==> src/rtl/reg_access_pkg.sv <==
// Shared types and constants for the register-file access controller.
// Optional feature macro: REG_ACCESS_SWEEP_EN (adds the power-on clearing sweep state).
package reg_access_pkg;

    localparam int REG_ADDR_W_DEF = 5;
    localparam int REG_DATA_W_DEF = 32;

    // Index of the hard-wired zero register; writes to it are rejected.
    localparam int X0_IDX = 0;

    typedef enum logic [2:0] {
        ST_IDLE  = 3'd0,
        ST_WRITE = 3'd1,
        ST_READ  = 3'd2,
        ST_RESP  = 3'd3
`ifdef REG_ACCESS_SWEEP_EN
        ,
        ST_SWEEP = 3'd4
`endif
    } state_e;

endpackage

==> src/rtl/reg_access_sweep.sv <==
// Power-on sweep sequencer: walks indices 1..(2**REG_ADDR_W-1) one per cycle
// so the controller can clear every writable register after reset.
// Only instantiated when REG_ACCESS_SWEEP_EN is defined.
module reg_access_sweep
    import reg_access_pkg::*;
#(
    parameter int REG_ADDR_W = REG_ADDR_W_DEF
) (
    input  logic                  clk,
    input  logic                  rst,
    output logic                  sweep_we,
    output logic [REG_ADDR_W-1:0] sweep_idx,
    output logic                  sweep_last
);

    localparam logic [REG_ADDR_W-1:0] FIRST_IDX = REG_ADDR_W'(1);
    localparam logic [REG_ADDR_W-1:0] LAST_IDX  = '1;

    logic                  active_q, active_d;
    logic [REG_ADDR_W-1:0] idx_q, idx_d;

    // Advance the index while active; hold at the last index instead of wrapping.
    always_comb begin
        active_d = active_q;
        idx_d    = idx_q;
        if (active_q) begin
            if (idx_q == LAST_IDX) begin
                active_d = 1'b0;
            end else begin
                idx_d = idx_q + REG_ADDR_W'(1);
            end
        end
    end

    // Reset restarts the sweep at index 1.
    always_ff @(posedge clk or posedge rst) begin
        if (rst) begin
            active_q <= 1'b1;
            idx_q    <= FIRST_IDX;
        end else begin
            active_q <= active_d;
            idx_q    <= idx_d;
        end
    end

    assign sweep_we   = active_q;
    assign sweep_idx  = idx_q;
    assign sweep_last = active_q && (idx_q == LAST_IDX);

endmodule

==> src/rtl/reg_access_ctrl.sv <==
// Register-file access controller: single-outstanding valid/ready request
// port translated into one-cycle register-file write or dual-read accesses,
// with a held response until consumed. Writes to index 0 are rejected.
// Optional feature macro: REG_ACCESS_SWEEP_EN (clears indices 1..31 after reset).
module reg_access_ctrl
    import reg_access_pkg::*;
#(
    parameter int REG_ADDR_W = REG_ADDR_W_DEF,
    parameter int REG_DATA_W = REG_DATA_W_DEF
) (
    input  logic                  clk,
    input  logic                  rst,
    // request side
    input  logic                  req_valid,
    output logic                  req_ready,
    input  logic                  req_wr,
    input  logic [REG_ADDR_W-1:0] req_addr1,
    input  logic [REG_ADDR_W-1:0] req_addr2,
    input  logic [REG_DATA_W-1:0] req_wdata,
    // response side
    output logic                  rsp_valid,
    input  logic                  rsp_ready,
    output logic                  rsp_err,
    output logic [REG_DATA_W-1:0] rsp_rdata1,
    output logic [REG_DATA_W-1:0] rsp_rdata2,
    // register-file side
    output logic                  RegWEn,
    output logic [REG_ADDR_W-1:0] WriteReg,
    output logic [REG_DATA_W-1:0] RegWriteData,
    output logic [REG_ADDR_W-1:0] ReadReg1,
    output logic [REG_ADDR_W-1:0] ReadReg2,
    input  logic [REG_DATA_W-1:0] RegReadData1,
    input  logic [REG_DATA_W-1:0] RegReadData2
);

    localparam logic [REG_ADDR_W-1:0] ZERO_IDX = REG_ADDR_W'(X0_IDX);

`ifdef REG_ACCESS_SWEEP_EN
    localparam state_e RESET_STATE = ST_SWEEP;
`else
    localparam state_e RESET_STATE = ST_IDLE;
`endif

    state_e                state_q, state_d;
    logic                  regwen_q, regwen_d;
    logic [REG_ADDR_W-1:0] writereg_q, writereg_d;
    logic [REG_DATA_W-1:0] wdata_q, wdata_d;
    logic [REG_ADDR_W-1:0] readreg1_q, readreg1_d;
    logic [REG_ADDR_W-1:0] readreg2_q, readreg2_d;
    logic                  rsp_valid_q, rsp_valid_d;
    logic                  rsp_err_q, rsp_err_d;
    logic [REG_DATA_W-1:0] rdata1_q, rdata1_d;
    logic [REG_DATA_W-1:0] rdata2_q, rdata2_d;

`ifdef REG_ACCESS_SWEEP_EN
    logic                  sweep_we;
    logic [REG_ADDR_W-1:0] sweep_idx;
    logic                  sweep_last;
    logic                  sweep_on;

    reg_access_sweep #(
        .REG_ADDR_W (REG_ADDR_W)
    ) u_sweep (
        .clk        (clk),
        .rst        (rst),
        .sweep_we   (sweep_we),
        .sweep_idx  (sweep_idx),
        .sweep_last (sweep_last)
    );

    // The sweep drives the write port directly; masked by rst so the
    // register-file side sits at zero while reset is held.
    assign sweep_on = sweep_we && (state_q == ST_SWEEP) && !rst;
`endif

    // Next-state and next-output computation for the request/response FSM.
    always_comb begin
        state_d     = state_q;
        regwen_d    = 1'b0;
        writereg_d  = writereg_q;
        wdata_d     = wdata_q;
        readreg1_d  = readreg1_q;
        readreg2_d  = readreg2_q;
        rsp_valid_d = rsp_valid_q;
        rsp_err_d   = rsp_err_q;
        rdata1_d    = rdata1_q;
        rdata2_d    = rdata2_q;
        case (state_q)
            ST_IDLE: begin
                if (req_valid) begin
                    if (req_wr) begin
                        if (req_addr1 == ZERO_IDX) begin
                            // Rejected write: skip the register file entirely.
                            state_d     = ST_RESP;
                            rsp_valid_d = 1'b1;
                            rsp_err_d   = 1'b1;
                        end else begin
                            state_d    = ST_WRITE;
                            regwen_d   = 1'b1;
                            writereg_d = req_addr1;
                            wdata_d    = req_wdata;
                        end
                    end else begin
                        state_d    = ST_READ;
                        readreg1_d = req_addr1;
                        readreg2_d = req_addr2;
                    end
                end
            end
            ST_WRITE: begin
                state_d     = ST_RESP;
                rsp_valid_d = 1'b1;
                rsp_err_d   = 1'b0;
            end
            ST_READ: begin
                // Register-file read data is combinational off ReadReg1/2.
                state_d     = ST_RESP;
                rsp_valid_d = 1'b1;
                rsp_err_d   = 1'b0;
                rdata1_d    = RegReadData1;
                rdata2_d    = RegReadData2;
            end
            ST_RESP: begin
                if (rsp_ready) begin
                    state_d     = ST_IDLE;
                    rsp_valid_d = 1'b0;
                end
            end
`ifdef REG_ACCESS_SWEEP_EN
            ST_SWEEP: begin
                if (sweep_last) begin
                    state_d = ST_IDLE;
                end
            end
`endif
            default: begin
                state_d = ST_IDLE;
            end
        endcase
    end

    // State and registered outputs; reset abandons any in-flight request.
    always_ff @(posedge clk or posedge rst) begin
        if (rst) begin
            state_q     <= RESET_STATE;
            regwen_q    <= 1'b0;
            writereg_q  <= '0;
            wdata_q     <= '0;
            readreg1_q  <= '0;
            readreg2_q  <= '0;
            rsp_valid_q <= 1'b0;
            rsp_err_q   <= 1'b0;
            rdata1_q    <= '0;
            rdata2_q    <= '0;
        end else begin
            state_q     <= state_d;
            regwen_q    <= regwen_d;
            writereg_q  <= writereg_d;
            wdata_q     <= wdata_d;
            readreg1_q  <= readreg1_d;
            readreg2_q  <= readreg2_d;
            rsp_valid_q <= rsp_valid_d;
            rsp_err_q   <= rsp_err_d;
            rdata1_q    <= rdata1_d;
            rdata2_q    <= rdata2_d;
        end
    end

    assign req_ready  = (state_q == ST_IDLE) && !rst;
    assign rsp_valid  = rsp_valid_q;
    assign rsp_err    = rsp_err_q;
    assign rsp_rdata1 = rdata1_q;
    assign rsp_rdata2 = rdata2_q;
    assign ReadReg1   = readreg1_q;
    assign ReadReg2   = readreg2_q;

`ifdef REG_ACCESS_SWEEP_EN
    assign RegWEn       = regwen_q || sweep_on;
    assign WriteReg     = sweep_on ? sweep_idx : writereg_q;
    assign RegWriteData = sweep_on ? '0 : wdata_q;
`else
    assign RegWEn       = regwen_q;
    assign WriteReg     = writereg_q;
    assign RegWriteData = wdata_q;
`endif

endmodule
==> config.mk <==
export PLATFORM = sky130hd
export DESIGN_NAME = reg_access_ctrl
export DESIGN_NICKNAME = d
export VERILOG_FILES = /design/src/rtl/reg_access_pkg.sv /design/src/rtl/reg_access_sweep.sv /design/src/rtl/reg_access_ctrl.sv
export SDC_FILE = /design/constraint.sdc
export NUM_CORES = 1
export LEC_CHECK = 0
export CELL_PAD_IN_SITES_DETAIL_PLACEMENT = 0
export CELL_PAD_IN_SITES_GLOBAL_PLACEMENT = 1
export CORE_MARGIN = 5
export CORE_UTILIZATION = 31
export CTS_BUF_LIST = sky130_fd_sc_hd__clkbuf_16
export CTS_CLUSTER_SIZE = 10
export DETAILED_ROUTE_END_ITERATION = 8
export PLACE_DENSITY = 0.76
export SLEW_MARGIN = 20
export SYNTH_ARGS = -nofsm -noshare
export SYNTH_HDL_FRONTEND = slang
export SYNTH_HIERARCHICAL = 1
export SYNTH_SLANG_ARGS = --single-unit
==> constraint.sdc <==
create_clock -name clk -period 4 [get_ports clk]
set_input_delay 0.4 -clock clk [delete_from_list [all_inputs] [get_ports clk]]
set_output_delay 0.4 -clock clk [all_outputs]
set_load 0.02 [all_outputs]
==> flow_metrics.tcl, run 1 <==
set metrics [dict create \
    dpl_cell_area_um2 6980 \
    critPathMaxStageDelay_ns 0.55 \
    cts_tree "done" \
    grt_max_degree 71 \
    row_count 44 \
    grt_usage 0.144 \
    post-route-util 0.522 \
    holdCritStartpoint "rsp_rdata2[3]" \
    slew_headroom 0.322 \
    first_global_vias 3436 \
    finalSetupViolCount 0 \
    worstPathArrival_ns 2.80 \
    r2r_cells 6 \
    min_path_cells 1 \
    synthArstFlopShare 1.00 \
    syn_area_um2 4520 \
    path_max_fanout 23 \
    hold_viol 0 \
    endpoint_kind "register" \
    wirelength_um 12300 \
    io_pins 226 \
    die_w_um 131 \
    place_ws_ns 1.39 \
    finalSetupTns_ns 0 \
    synth_ff_type "dfrtp_1" \
    r2r_start "state_q[0]" \
    cap_violations 0 \
    synth_area_per_cell_um2 16.4 \
    design_area_um2 7530 \
    synth_top_area_cell "dfrtp_1" \
    outcome "complete, no violations" \
    antenna_cells 0 \
    crit_chain "inv_1 > ha_1 > and3_1 > o31a_2 > buf_4 > mux2_4" \
    peakVddDrop_mv 0.491 \
    start_kind "register" \
    numCtsBuffers 17 \
    drt_iter0_drc 64 \
    fin_nets 626 \
    cts-root-buf "clkbuf_16" \
    final-instance-count-excl-fill 708 \
    dp_cells 676 \
    clk_pin_slew_ns 0.05 \
    worst_pin_slew_ns 1.02 \
    slew_viol_final 0 \
    drive_gt1_frac 0.273 \
    gp_congestion 0.731 \
    crit_slowest_cell "o31a_2" \
    synth.ff_latch_count 116 \
    core_area_um2 14400 \
    fin_crit_ns 2.52 \
    synthCells 276 \
    netlist_top_cells_count "116 x dfrtp_1, 92 x mux2_2, 17 x mux2_4, 9 x clkbuf_1, 6 x inv_1" \
    start_util 0.313 \
    area_growth_syn_to_layout_pct 66.5 \
    p_leak_uw 0.00314 \
    grt_overflow_total 0 \
    wl_per_cell_um 17.4 \
    cts_buffer_depth 2 \
    required_ns 4.29 \
    fin_skew_ns 0.00537 \
    max_freq_mhz 398 \
    synth_edf_count 0 \
    hold_class "reg2reg" \
    vias 3164 \
    worstReg2RegEnd "RegWriteData[29]" \
    drt_first_pass_iters 4 \
    synth_top_area_frac 0.642 \
    fp.dieH_um 131 \
    htreeDepth 4 \
    antenna_left 0 \
    viasPerCell 4.47 \
    cts-resized-gates 0 \
    die_area_um2 17100 \
    clock_sinks 116 \
    portBuffers 225 \
    ctsHoldBuffers 0 \
    clock_latency_ns 0.41 \
    grt_pass1_wl_um 18500 \
    synthTopCellsByArea "dfrtp_1 64%, mux2_2 23%, mux2_4 5.6%" \
    synth_seq_area_share 0.642 \
    synth.distinct_cells 26 \
    postCtsSetupBuffers 0 \
    power_density_nw_per_um2 892 \
    drc_errors 0 \
    period_share 0.629 \
    worstSetupPathType "reg2reg" \
    setup_ws_ns 1.48 \
    rsz0062_at_grt "no" \
    syn-num-nets 391 \
    synth_most_common_cell "dfrtp_1" \
    antenna_found_initial 0 \
    hpwl_um 9210 \
    holdPathEnd "rsp_rdata2[3]" \
    r2r_slack_ns 1.48 \
    yosys_warnings 6 \
]
[cells by family (layout without fill, tap and decap cells)]
logic type	Yosys count	in the layout	share of synthesized area
and+or+nand+nor	13	13	0.0161
AOI/OAI and AO/OA	14	14	0.0221
muxes	110	110	0.288
adders and majority gates	4	4	0.0111
buffers and inverters	19	267	0.0210
DFF	116	116	0.642
[critical path: cells and delay by family, from the launching register on]
family / cells / cell delay (ns)
adders and majority gates: 1 / 0.33
muxes: 1 / 0.33
DFF: 1 / 0.40
AOI/OAI and AO/OA: 1 / 0.55
buffers and inverters: 2 / 0.50
and+or+nand+nor: 1 / 0.27
[metal layers]
layer	vias to the layer above	GRT usage	part of all wire
li1	1461	-	-
met4	0	0.0508	0.0092
met3	12	0.0732	0.11
met2	129	0.232	0.50
met5	-	0	0
met1	1562	0.166	0.39
[per-stage QoR]
stage,hold WS [ns],power (µW)
2_1_floorplan,0.517,3780
3_3_place_gp,0.488,5300
3_5_place_dp,0.495,5370
4_1_cts,0.506,6820
5_1_grt,0.521,7090
6_report,0.502,6720
[final cells by class]
cell class                      count  area, µm²
Clock inverter                     15        124
Inverter                            6       25.0
Tap cell                          184        230
Fill cell                        1251       6890
Multi-Input combinational cell    141       1530
Timing Repair Buffer              229       2290
Clock buffer                       17        425
Sequential cell                   116       2900
[state kept, by name, summed over array words and instances, names as in the netlist, 2 cells and up]
signal / count
rsp_rdata2: 32
RegWriteData: 32
rsp_rdata1: 32
state_q: 2
WriteReg: 5
ReadReg2: 5
ReadReg1: 5
[power by group]
group | total, µW | internal (µW) | switching (µW)
clock | 1410 | 895 | 514
combinational | 3230 | 1760 | 1460
sequential | 2090 | 1780 | 311
total | 6720 | 4430 | 2290
[worst max-delay path by stage]
stage	from	to	cells past startpoint
final	state_q[0]	RegWriteData[29]	6
after global routing	state_q[0]	RegWriteData[31]	6
after CTS	state_q[0]	RegWriteData[2]	6
after detailed placement	req_valid	RegWriteData[26]	5
after global placement	req_valid	RegWriteData[27]	5
after floorplan	rst	ReadReg1[0]	1
[layout by cell type (no fill, tap or decap), drive strengths merged, types with 2 or more instances in the layout]
master         netlist  layout
buf                  4       4
nand2                5       5
bufinv               0       2
inv                  6       8
clkinvlp             0       2
ha                   4       4
clkbuf               9      17
mux2               109     109
nor2b                3       3
clkinv               0       9
o41ai                2       2
dfrtp              116     116
clkdlybuf4s50        0     225
o21ai                4       4
Power figures use the tool's default switching activity.
==> inputs of run 2 (changes only) <==
Settings changed: CORE_UTILIZATION 31 to 28, PLACE_DENSITY 0.76 to 0.73.
Clock period 4 ns to 2.3 ns, I/O delays scaled along.
==> run 2 against run 1 <==
Sequential power grew 73%. Die area increased by 9.9%. Critical path depth decreased by 2. Sequential share of layout area down 0.29 points. Critical path type is now reg2out.
==> flow_metrics.tcl, run 2 (synthesis gave the netlist of run 1 again) <==
set metrics [dict create \
    outcome "complete, no violations" \
    place_ws_ns 0.183 \
    drt_iter0_drc 46 \
    rsz0062_at_grt "no" \
    worstReg2RegEnd "RegWriteData[12]" \
    die_w_um 137 \
    grt_max_degree 67 \
    p_leak_uw 0.00315 \
    start_kind "register" \
    hold_ws_ns 0.329 \
    worstSetupPathType "reg2out" \
    cts_tree "done" \
    fin_skew_ns 0.00544 \
    r2r_start "state_q[0]" \
    pwr-share-seq 0.311 \
    hpwl_um 9300 \
    required_ns 2.07 \
    drt_first_pass_iters 4 \
    setup_ws_ns 0.105 \
    slew_headroom 0.586 \
    multi_input_area_um2 1530 \
    final_common_cell "clkdlybuf4s50_1" \
    io_pins 226 \
    endpoint_kind "output port" \
    intPower_uw 7710 \
    finalSetupViolCount 0 \
    clk_pin_slew_ns 0.05 \
    seq_area_um2 2900 \
    gp_congestion 0.718 \
    fin_nets 627 \
    area_growth_syn_to_layout_pct 67.8 \
    worstPathArrival_ns 1.97 \
    htreeDepth 4 \
    fin_crit_ns 2.20 \
    grt.met2_usage 0.225 \
    grt_util_met3 0.0673 \
    power_density_nw_per_um2 1530 \
    critPathMaxStageDelay_ns 0.63 \
    core_area_um2 15900 \
    drc_errors 0 \
    antenna_found_initial 0 \
    r2r_slack_ns 0.36 \
    peakVddDrop_mv 0.846 \
    hold_viol 0 \
    max_freq_mhz 456 \
    first_global_vias 3492 \
    portBuffers 225 \
    antenna_cells 0 \
    row_count 46 \
    wl_per_cell_um 16.6 \
    final-instance-count-excl-fill 739 \
    grt_pass1_wl_um 18700 \
    power_uw 11600 \
    numCtsBuffers 17 \
    die_area_um2 18800 \
    crit_slowest_cell "clkdlybuf4s50_1" \
    start_util 0.285 \
    grt_usage 0.130 \
    drive_gt1_frac 0.268 \
    switching_power_uw 3910 \
    layout_common_cells "225 x clkdlybuf4s50_1, 116 x dfrtp_1, 92 x mux2_2, 17 x mux2_4, 17 x clkbuf_16" \
    clock_power_share 0.206 \
    wirelength_um 12200 \
    fp.dieH_um 137 \
    dp_cells 709 \
    path_max_fanout 9 \
    top_usage_layer "met2" \
    antenna_left 0 \
    clock_latency_ns 0.40 \
    slew_viol_final 0 \
    hold_class "in2async" \
    cts-root-buf "clkbuf_16" \
    cap_violations 0 \
    finalSetupTns_ns 0 \
    worst_pin_slew_ns 0.621 \
    cts_buffer_depth 2 \
    worstSetupStartpoint "state_q[0]" \
    postCtsSetupBuffers 0 \
    period_share 0.954 \
    grt_overflow_total 0 \
    crit_chain "inv_1 > ha_2 > nor2b_1 > clkdlybuf4s50_1" \
    vias 3139 \
    comb_power_share 0.483 \
    clock_sinks 116 \
    switching_share 0.336 \
    viasPerCell 4.25 \
    r2r_cells 6 \
    met1_usage 0.136 \
    fillCellCount 1432 \
]
==> run 2: cell types whose count changed in the layout (fill, tap and decap cells not counted) <==
cell        change
buf_4           -1
inv_1           +3
clkinv_2        -3
ha_1            -1
ha_2            +1
clkinvlp_4      -1
inv_4           -1
buf_12          +2
==> run 2: metal layers <==
layer	vias to the layer above	routed length, µm
met1	1545	4490
li1	1446	-
met4	0	187
met3	15	1240
met5	-	0
met2	133	6320
==> run 2: area by class of cell <==
| cell class | instances | area share |
|---|---|---|
| inverters | 6 | 0.00346 |
| well taps | 216 | 0.0356 |
| clock inverters | 13 | 0.0139 |
| multi-input cells | 141 | 0.202 |
| repair buffers | 230 | 0.307 |
| clock buffers | 17 | 0.0561 |
| flip-flops and latches | 116 | 0.383 |
==> run 2: how the worst max path moves through the flow <==
stage | end | slack (ns) | depth (start not counted)
2_1_floorplan | RegWriteData[0] | 0.37 | 8
3_3_place_gp | WriteReg[1] | 0.21 | 5
3_5_place_dp | WriteReg[1] | 0.18 | 5
4_1_cts | req_ready | 0.003 | 4
5_1_grt | req_ready | 0.007 | 4
6_report | req_ready | 0.10 | 4
==> run 2: repair_timing <==
item,4_1_cts,5_1_grt
resized for setup,0,1
hold buffers,0,0
setup endpoints to repair,0,1
hold endpoints to repair,0,0
==> run 2: worst max-delay path: cells and delay by family, from the launching register on <==
family	cells	cell delay [ns]
fa+ha+maj	1	0.28
buf+inv	2	0.73
flops	1	0.41
simple gates	1	0.15
==> run 2: power groups by stage <==
| stage | Sequential [µW] | Combinational, µW | Clock, µW |
|---|---|---|---|
| floorplan | 4870 | 1710 | 0 |
| global placement | 3620 | 5600 | 0 |
| detailed placement | 3660 | 5700 | 0 |
| CTS | 3640 | 5720 | 2470 |
| global route | 3780 | 5930 | 2560 |
| finish | 3620 | 5620 | 2390 |
==> run 2: metrics by stage <==
stage               cell area [µm²]  utilization
floorplan                      4530            -
finish                         7590        0.478
CTS                            7580        0.477
global route                   7590        0.478
detailed placement             7050        0.444
global placement               7050        0.444
